==> config.mk <==
export PLATFORM = sky130hd
export DESIGN_NAME = fifo_wr_adapter
export DESIGN_NICKNAME = d
export VERILOG_FILES = /design/src/rtl/fifo_pkg.sv /design/src/rtl/fifo_skid2.sv /design/src/rtl/fifo_wr_adapter.sv
export SDC_FILE = /design/constraint.sdc
export NUM_CORES = 1
export LEC_CHECK = 0
export CORE_MARGIN = 2
export CORE_UTILIZATION = 45
export CTS_CLUSTER_DIAMETER = 120
export DETAILED_ROUTE_END_ITERATION = 8
export PLACE_DENSITY = 0.78
export SKIP_LAST_GASP = 1
export SLEW_MARGIN = 5
export SYNTH_ARGS = -nofsm -noshare
export SYNTH_HDL_FRONTEND = slang
export SYNTH_SLANG_ARGS = --single-unit
==> constraint.sdc <==
create_clock -name wclk -period 4.7 [get_ports wclk]
set_input_delay 0.705 -clock wclk [delete_from_list [all_inputs] [get_ports wclk]]
set_output_delay 0.705 -clock wclk [all_outputs]
set_load 0.005 [all_outputs]
==> src/rtl/fifo_pkg.sv <==
// Shared definitions for the FIFO write-side logic.
//   CntWidth     - width of the saturating statistics counters
//   skid_state_e - occupancy of the 2-entry skid buffer
//   gray_to_bin  - Gray-to-binary conversion, zero-extended to 32 bits
//   sat_inc      - saturating increment for CntWidth-wide counters
package fifo_pkg;

    localparam int unsigned CntWidth = 32;

    typedef enum logic [1:0] {
        StEmpty,
        StOne,
        StTwo
    } skid_state_e;

    // Narrower pointers are zero-extended by the caller; zero upper bits convert to zero.
    function automatic logic [31:0] gray_to_bin(input logic [31:0] gray);
        logic [31:0] bin;
        bin[31] = gray[31];
        for (int i = 30; i >= 0; i--) begin
            bin[i] = bin[i+1] ^ gray[i];
        end
        return bin;
    endfunction

    function automatic logic [CntWidth-1:0] sat_inc(input logic [CntWidth-1:0] v);
        return (&v) ? v : v + CntWidth'(1);
    endfunction

endpackage

==> src/rtl/fifo_skid2.sv <==
// Two-entry skid buffer in front of the FIFO write port.
// Ports:
//   wclk, wrst      - clock, synchronous active-high reset
//   s_valid, s_data - producer word
//   s_ready         - registered; low only while both entries are full
//   wfull           - FIFO full flag
//   winc, wdata     - write request and oldest buffered word
//   pop             - a word left the buffer this cycle (winc & ~wfull)
module fifo_skid2
    import fifo_pkg::*;
#(
    parameter int unsigned DSIZE = 8
) (
    input  logic             wclk,
    input  logic             wrst,
    input  logic             s_valid,
    input  logic [DSIZE-1:0] s_data,
    output logic             s_ready,
    input  logic             wfull,
    output logic             winc,
    output logic [DSIZE-1:0] wdata,
    output logic             pop
);

    skid_state_e      state_q, state_d;
    logic             s_ready_q;
    logic [DSIZE-1:0] buf0_q, buf0_d;  // oldest word, drives wdata
    logic [DSIZE-1:0] buf1_q, buf1_d;
    logic             push;

    always_comb begin
        state_d = state_q;
        buf0_d  = buf0_q;
        buf1_d  = buf1_q;
        push    = s_valid & s_ready_q;
        // Suppress the write in a reset cycle so buffered words are discarded, not written.
        winc    = (state_q != StEmpty) & ~wrst;
        pop     = winc & ~wfull;

        unique case (state_q)
            StEmpty: begin
                if (push) begin
                    buf0_d  = s_data;
                    state_d = StOne;
                end
            end
            StOne: begin
                if (push && pop) begin
                    buf0_d = s_data;
                end else if (push) begin
                    buf1_d  = s_data;
                    state_d = StTwo;
                end else if (pop) begin
                    state_d = StEmpty;
                end
            end
            StTwo: begin
                if (pop) begin
                    buf0_d  = buf1_q;
                    state_d = StOne;
                end
            end
            default: state_d = StEmpty;
        endcase
    end

    always_ff @(posedge wclk) begin
        if (wrst) begin
            state_q   <= StEmpty;
            s_ready_q <= 1'b1;
            buf0_q    <= '0;
            buf1_q    <= '0;
        end else begin
            state_q   <= state_d;
            s_ready_q <= (state_d != StTwo);
            buf0_q    <= buf0_d;
            buf1_q    <= buf1_d;
        end
    end

    assign s_ready = s_ready_q;
    assign wdata   = buf0_q;

endmodule

==> src/rtl/fifo_wr_adapter.sv <==
// Write-side adapter: valid/ready producer -> FIFO write port, with occupancy
// estimate and statistics.
// Ports:
//   wclk, wrst              - clock, synchronous active-high reset (assert with the
//                             write-pointer stage reset so wbcnt stays aligned)
//   s_valid, s_data, s_ready - producer handshake
//   wfull                   - FIFO full flag
//   wq2_rptr                - Gray read pointer synchronized into wclk
//   winc, wdata             - FIFO write request and data
//   wlevel, walmost_full    - registered occupancy estimate and threshold flag
//   wr_words, stall_cycles  - saturating statistics counters
module fifo_wr_adapter
    import fifo_pkg::*;
#(
    parameter int unsigned DSIZE        = 8,
    parameter int unsigned ADDRSIZE     = 8,
    parameter int unsigned AFULL_THRESH = 2**ADDRSIZE - 4
) (
    input  logic                wclk,
    input  logic                wrst,
    input  logic                s_valid,
    input  logic [DSIZE-1:0]    s_data,
    output logic                s_ready,
    input  logic                wfull,
    input  logic [ADDRSIZE:0]   wq2_rptr,
    output logic                winc,
    output logic [DSIZE-1:0]    wdata,
    output logic [ADDRSIZE:0]   wlevel,
    output logic                walmost_full,
    output logic [CntWidth-1:0] wr_words,
    output logic [CntWidth-1:0] stall_cycles
);

    localparam int unsigned PtrW = ADDRSIZE + 1;
    // A threshold beyond the FIFO depth can never be legitimately reached.
    localparam bit AfullEn = (AFULL_THRESH <= 2**ADDRSIZE);

    logic                pop;
    logic [PtrW-1:0]     wbcnt_q;
    logic [PtrW-1:0]     rbin;
    logic [PtrW-1:0]     level;
    logic [PtrW-1:0]     wlevel_q;
    logic                walmost_full_q;
    logic [CntWidth-1:0] wr_words_q;
    logic [CntWidth-1:0] stall_cycles_q;

    fifo_skid2 #(
        .DSIZE(DSIZE)
    ) u_skid (
        .wclk   (wclk),
        .wrst   (wrst),
        .s_valid(s_valid),
        .s_data (s_data),
        .s_ready(s_ready),
        .wfull  (wfull),
        .winc   (winc),
        .wdata  (wdata),
        .pop    (pop)
    );

    assign rbin  = PtrW'(gray_to_bin(32'(wq2_rptr)));
    assign level = wbcnt_q - rbin;  // modulo 2**PtrW by width

    always_ff @(posedge wclk) begin
        if (wrst) begin
            wbcnt_q        <= '0;
            wlevel_q       <= '0;
            walmost_full_q <= 1'b0;
            wr_words_q     <= '0;
            stall_cycles_q <= '0;
        end else begin
            if (pop) begin
                wbcnt_q    <= wbcnt_q + PtrW'(1);
                wr_words_q <= sat_inc(wr_words_q);
            end
            if (winc && wfull) begin
                stall_cycles_q <= sat_inc(stall_cycles_q);
            end
            wlevel_q       <= level;
            walmost_full_q <= AfullEn && (32'(level) >= AFULL_THRESH);
        end
    end

    assign wlevel       = wlevel_q;
    assign walmost_full = walmost_full_q;
    assign wr_words     = wr_words_q;
    assign stall_cycles = stall_cycles_q;

endmodule

==> out/qor.csv, run 1 <==
metric;value;unit
Tmin final;4.182;ns
max_cap viols;0;
share of synthesized flip-flops with an asynchronous set or reset;0;%
list of most frequent post-synthesis cells;dfxtp_1, nor2_1, xor2_1;
DRC;0;
Clk pwr share;33.0;%
Seq/Total Area, Yosys;43.09;%
post_cts resized;0;
Via Count;4065;
Inserted Clock Buffers;9;
clock skew;0.007775;ns
Combinational Power Share;15.7;%
row count;37;
HP Class;flip-flop to flip-flop;
Core Area;10280;um2
worst slew pin tran;0.8168;ns
Post-DP HPWL;7676;um
IO buf count;104;
Hold WS;0.5025;ns
fill cell count;931;
Syn Nets;567;
CTS H-tree depth;3;
initial core utilization;46.10;%
total grt overflow;0;
Mapped Area;4738;um2
CP required;4.93;ns
Net Sw Power;0.0004398;W
fraction of layout cells with a size suffix above 1;3.768;%
CP Launch Type;input port;
Final Hold Viols;0;
GRT Util Overall;19.24;%
CTS Buffer Depth;2;
Crit. End Element;flip-flop;
Worst Setup Path Type;input port to flip-flop;
die extent in x;106.6;um
antenna violations before repair;0;
XOR/XNOR share of the synthesized area;14.68;%
Crit. Startpoint;wq2_rptr[8];
Int Pwr;0.001339;W
CTS tree;built;
setup_tns;0;ns
VDD IR-drop max;0.0001612;V
Vias per Instance;5.259;
Cells after Synth;534;
sw frac;24.73;%
post-CTS setup buffers;0;
Hold Buf Count CTS;0;
post-synthesis mux area share;3.802;%
setup repair after global routing missed its margin;false;
die height;106.6;um
Clk Tree Root Cell;clkbuf_8;
Reg clk slew, reported paths;0.09;ns
vias in the first global route;3896;
register bit count reported by yosys;102;
Max Slew Vio Count;0;
sequential power share;51.3;%
# setup viols final;0;
CP Max Fanout;3;
WL/cell;13.90;um
EDFF count, synth;0;
ant diodes;0;
Synth Area in Compound Gates;7.579;%
Ys Warns;0;
# IOs;105;
LEAKAGE;2.271;nW
worst endpoint data arrival time;4.41;ns
GP Congestion;0.8497;
Mean Syn Cell Area;8.873;um2
Top FF cell, synth;dfxtp_1;
Netlist cell types;40;
CTS sink cnt;102;
leading area contributor after synthesis;dfxtp_1;
first-pass GRT wire length;17930;um
share of the clock period used by the worst path;88.97;%
Routed Antenna Nets;0;
PwrDens;292.0;nW/um2
Final Net Count;666;
Max Freq;239.1;MHz
worst hold start;u_skid.buf1_q[2]$_SDFFE_PP0P_;
top cell type's share of synthesized area;43.09;%
reg-to-reg startpoint;stall_cycles[12]$_SDFFE_PP0P_;
area delta synth->final;28.54;%
Max-slew headroom;44.78;%
Worst-Skew Late Latency;0.36;ns
simple-gate share of the synthesized area;25.17;%
Routed WL;10740;um
main combinational cell family by area after synthesis;simple AND/OR/NAND/NOR gates;
Synth Area in Adders;3.538;%
1st-pass router iterations;4;
largest net degree at the start of global routing;76;
cell with the most instances after synthesis;dfxtp_1;
initial drt markers;159;
total die area;11370;um2
status;completed;
dominant cells by area after synthesis;dfxtp_1, nor2_1, xor2_1;
per-stage QoR:
stage / worst slack (ns) / cell area [um2] / total power (W) / std cells / utilization (%)
2_1_floorplan: 0.9992 / 4738 / 0.001098 / 534 / -
3_3_place_gp: 0.3058 / 5888 / 0.001201 / 758 / 57.29
3_5_place_dp: 0.1268 / 5888 / 0.001211 / 758 / 57.29
4_1_cts: 0.5188 / 6091 / 0.001801 / 773 / 59.26
5_1_grt: 0.3057 / 6091 / 0.001863 / 773 / 59.26
6_report: 0.5184 / 6091 / 0.001779 / 773 / 59.26
power groups by stage:
stage               registers [W]  clock network [W]  logic, W
global route             0.000917           0.000638  0.000307
finish                   0.000913           0.000587  0.000279
global placement         0.000933                  0  0.000268
CTS                      0.000913           0.000608  0.000280
detailed placement       0.000933                  0  0.000277
floorplan                0.000936                  0  0.000162
cell type report:
cell class                      instances  area (um2)  area share [%]
Multi-Input combinational cell        405        2595           42.60
Inverter                               10       37.54          0.6163
Clock inverter                          5       75.07           1.233
Tap cell                              136       170.2           2.794
Sequential cell                       102        2042           33.53
Clock buffer                           10       127.6           2.095
Timing Repair Buffer                  105        1044           17.13
layer usage:
metal | wire [um] | up-vias | track usage [%]
li1 | - | 2041 | -
met3 | 509 | 19 | 4.134
met5 | 0 | - | 0
met4 | 207 | 0 | 8.163
met1 | 4856 | 1918 | 23.49
met2 | 5167 | 87 | 32.76
final timing paths:
check	slack, ns	cells past startpoint	end
worst max-delay path	0.52	17	walmost_full$_SDFF_PP0_
worst min-delay path	0.50	2	u_skid.buf1_q[2]$_SDFFE_PP0P_
worst max register to register	2.16	6	stall_cycles[31]$_SDFFE_PP0P_
worst min register to register	0.50	2	u_skid.buf1_q[2]$_SDFFE_PP0P_
critical path, stage by stage:
cell and delay [ns]:
clkdlybuf4s50_1 0.47, xnor2_2 0.25, xor2_2 0.22, xor2_2 0.23, xor2_2 0.23, xor3_2 0.35
xor2_4 0.18, xnor2_1 0.14, ha_1 0.20, fa_1 0.43, nor2b_1 0.20, o31a_1 0.18
nor3_1 0.07, o21bai_1 0.15, a21oi_1 0.10, xnor2_1 0.21, o22ai_1 0.10
cell usage in the layout (no fill, tap or decap), drive strengths merged, types with 2 or more instances in the layout:
| cell | n |
|---|---|
| clkinv | 3 |
| clkbuf | 10 |
| nand4 | 21 |
| inv | 10 |
| nand3 | 28 |
| nor3 | 10 |
| o21ai | 15 |
| and2 | 6 |
| clkdlybuf4s50 | 103 |
| o31ai | 2 |
| mux2i | 18 |
| dfxtp | 102 |
| or3 | 10 |
| a21oi | 16 |
| nand2 | 31 |
| a211oi | 12 |
| and4 | 13 |
| xnor2 | 24 |
| a31oi | 3 |
| xor2 | 47 |
| nand2b | 2 |
| nor2b | 5 |
| nor2 | 101 |
| bufinv | 2 |
| and3 | 15 |
| o21a | 3 |
| buf | 2 |
| ha | 11 |
logic make-up (layout without fill, tap and decap cells):
logic type / after synthesis / after routing
DFF: 102 / 102
and+or+nand+nor: 245 / 245
adders and majority gates: 13 / 13
AOI/OAI and AO/OA: 57 / 57
buffers and inverters: 27 / 130
xor gates and xnor gates: 72 / 72
muxes: 18 / 18
registers in the layout, indices dropped and copies added (netlist names):
signal and flops:
stall_cycles 32, u_skid.buf1_q 8, u_skid.s_ready 1, u_skid.state_q 2
u_skid.wdata 8, walmost_full 1, wbcnt_q 9, wlevel 9
wr_words 32
Power figures use the tool's default switching activity.
==> run 2: changes to the inputs <==
- CORE_MARGIN: 2 -> default
==> run 2 against run 1 <==
Against the previous run: the flow now finishes with violations (design-rule violations); critical path depth unchanged; largest cell class unchanged; via count down 0.34%; utilization up 0.45 points.
==> out/qor.csv, run 2 (same netlist as run 1, synthesis figures left out) <==
metric;value;unit;change
Routed Antenna Nets;0;;unchanged
failing checks;design-rule violations;;
# setup viols final;0;;unchanged
Max Freq;241.6;MHz;+1.0%
Reg clk slew, reported paths;0.09;ns;about the same
WL/cell;13.51;um;-2.8%
max_cap viols;0;;unchanged
1st-pass router iterations;6;;+2
Final Net Count;666;;unchanged
VDD IR-drop max;0.0001339;V;-17%
DRC;1;;+1
Sequential Area;2042;um2;unchanged
CP Max Fanout;3;;unchanged
sw frac;23.32;%;-1.4 points
antenna violations before repair;0;;unchanged
Int Pwr;0.001427;W;+6.6%
total grt overflow;0;;unchanged
CP required;4.91;ns;-0.02 ns
total chip power;0.001861;W;+4.6%
CP Launch Type;input port;;
CTS H-tree depth;3;;unchanged
Hold Buf Count CTS;0;;unchanged
GRT Util Overall;20.23;%;+0.99 points
Combinational Power Share;14.7;%;-1.0 points
Hold WS;0.5030;ns;+0.0004520 ns
die height;104.6;um;-1.9%
initial drt markers;185;;+16%
Inserted Clock Buffers;9;;unchanged
Max-slew headroom;30.31;%;-14 points
HP Class;flip-flop to flip-flop;;
Clk pwr share;36.2;%;+3.2 points
LEAKAGE;2.289;nW;+0.79%
CTS Buffer Depth;2;;unchanged
post-CTS setup buffers;0;;unchanged
Net Sw Power;0.0004340;W;-1.3%
Tmin final;4.139;ns;-0.04307 ns
Routed WL;10460;um;-2.7%
Vias per Instance;5.234;;-0.47%
Crit. End Element;flip-flop;;
vias in the first global route;3855;;-1.1%
Worst Setup Path Type;input port to flip-flop;;
IO buf count;104;;unchanged
total die area;10940;um2;-3.7%
area occupied by multi-input gates;2595;um2;unchanged
clock skew;0.006713;ns;-0.001061 ns
area delta synth->final;29.52;%;
commonest non-fill, non-tap cell in the layout;clkdlybuf4s50_1;;
CTS sink cnt;102;;unchanged
# IOs;105;;unchanged
Worst-Skew Late Latency;0.36;ns;about the same
largest net degree at the start of global routing;102;;+34%
worst slew pin tran;1.045;ns;+0.2286 ns
Post-DP HPWL;7374;um;-3.9%
GP Congestion;0.8168;;-3.9%
setup repair after global routing missed its margin;false;;
Final Hold Viols;0;;unchanged
most frequent cells in the layout;clkdlybuf4s50_1, dfxtp_1, nor2_1;;
PwrDens;303.2;nW/um2;+3.8%
ant diodes;0;;unchanged
Clk Tree Root Cell;clkbuf_8;;
die extent in x;104.6;um;-1.9%
sequential power share;49.1;%;-2.2 points
Via Count;4051;;-0.34%
first-pass GRT wire length;18100;um;+0.96%
row count;37;;unchanged
status;finished with violations;;
setup_tns;0;ns;unchanged
CTS tree;built;;
worst endpoint data arrival time;4.35;ns;-0.06 ns
Max Slew Vio Count;0;;unchanged
Core Area;10280;um2;unchanged
initial core utilization;46.10;%;unchanged
fraction of layout cells with a size suffix above 1;3.762;%;-0.0059 points
post_cts resized;0;;unchanged
fill cell count;916;;-1.6%
share of the clock period used by the worst path;88.05;%;-0.92 points
## run 2: cell types whose count changed in the layout (fill, tap and decap cells not counted), sizes merged
cell    delta
clkbuf     +3
bufinv     +1
clkinv     -3
## run 2: per-layer routing
metal  up-vias  GRT usage, %  wire [um]
met5         -             0          0
met4         0         8.853        210
met3        17         3.868        388
met2        76         33.82       5055
met1      1916         25.38       4802
li1       2042             -          -
## run 2: critical path: stages
cell and delay (ns):
clkdlybuf4s50_1 0.48, xnor2_2 0.25, xor2_2 0.22, xor2_2 0.22, xor2_2 0.24, xor3_2 0.36
xor2_4 0.18, xnor2_1 0.13, ha_1 0.21, fa_1 0.41, nor2b_1 0.17, o31a_1 0.19
nor3_1 0.07, o21bai_1 0.14, a21oi_1 0.10, xnor2_1 0.20, o22ai_1 0.09
## run 2: power groups by stage
stage	clock [W]	sequential [W]	combinational (W)
after floorplan	0	0.000936	0.000162
after global placement	0	0.000933	0.000268
after detailed placement	0	0.000935	0.000274
after CTS	0.000696	0.000915	0.000277
after global routing	0.000729	0.000918	0.000308
final	0.000674	0.000914	0.000273
## run 2: stage by stage
stage	std cells	worst slack (ns)	cell area, um2	util, %
floorplan	534	0.9992	4738	-
global placement	758	0.2845	5888	57.29
detailed placement	758	0.1545	5888	57.29
CTS	774	0.5438	6137	59.72
global route	774	0.2042	6137	59.72
finish	774	0.5615	6137	59.72
## run 2: path summary, 6_finish.rpt
check / start / to / slack [ns] / cells past startpoint
setup reg to reg: stall_cycles[12]$_SDFFE_PP0P_ / stall_cycles[31]$_SDFFE_PP0P_ / 2.22 / 6
hold / removal: stall_cycles[31]$_SDFFE_PP0P_ / stall_cycles[31]$_SDFFE_PP0P_ / 0.50 / 2
setup / recovery: wq2_rptr[8] / walmost_full$_SDFF_PP0_ / 0.56 / 17
hold reg to reg: stall_cycles[31]$_SDFFE_PP0P_ / stall_cycles[31]$_SDFFE_PP0P_ / 0.50 / 2
## run 2: area by class of cell
class	count	share of cell area (%)
clock buffers	13	2.589
multi-input cells	405	42.28
clock inverters	3	1.468
inverters	10	0.6116
repair buffers	105	17.00
flip-flops and latches	102	33.27
well taps	136	2.773
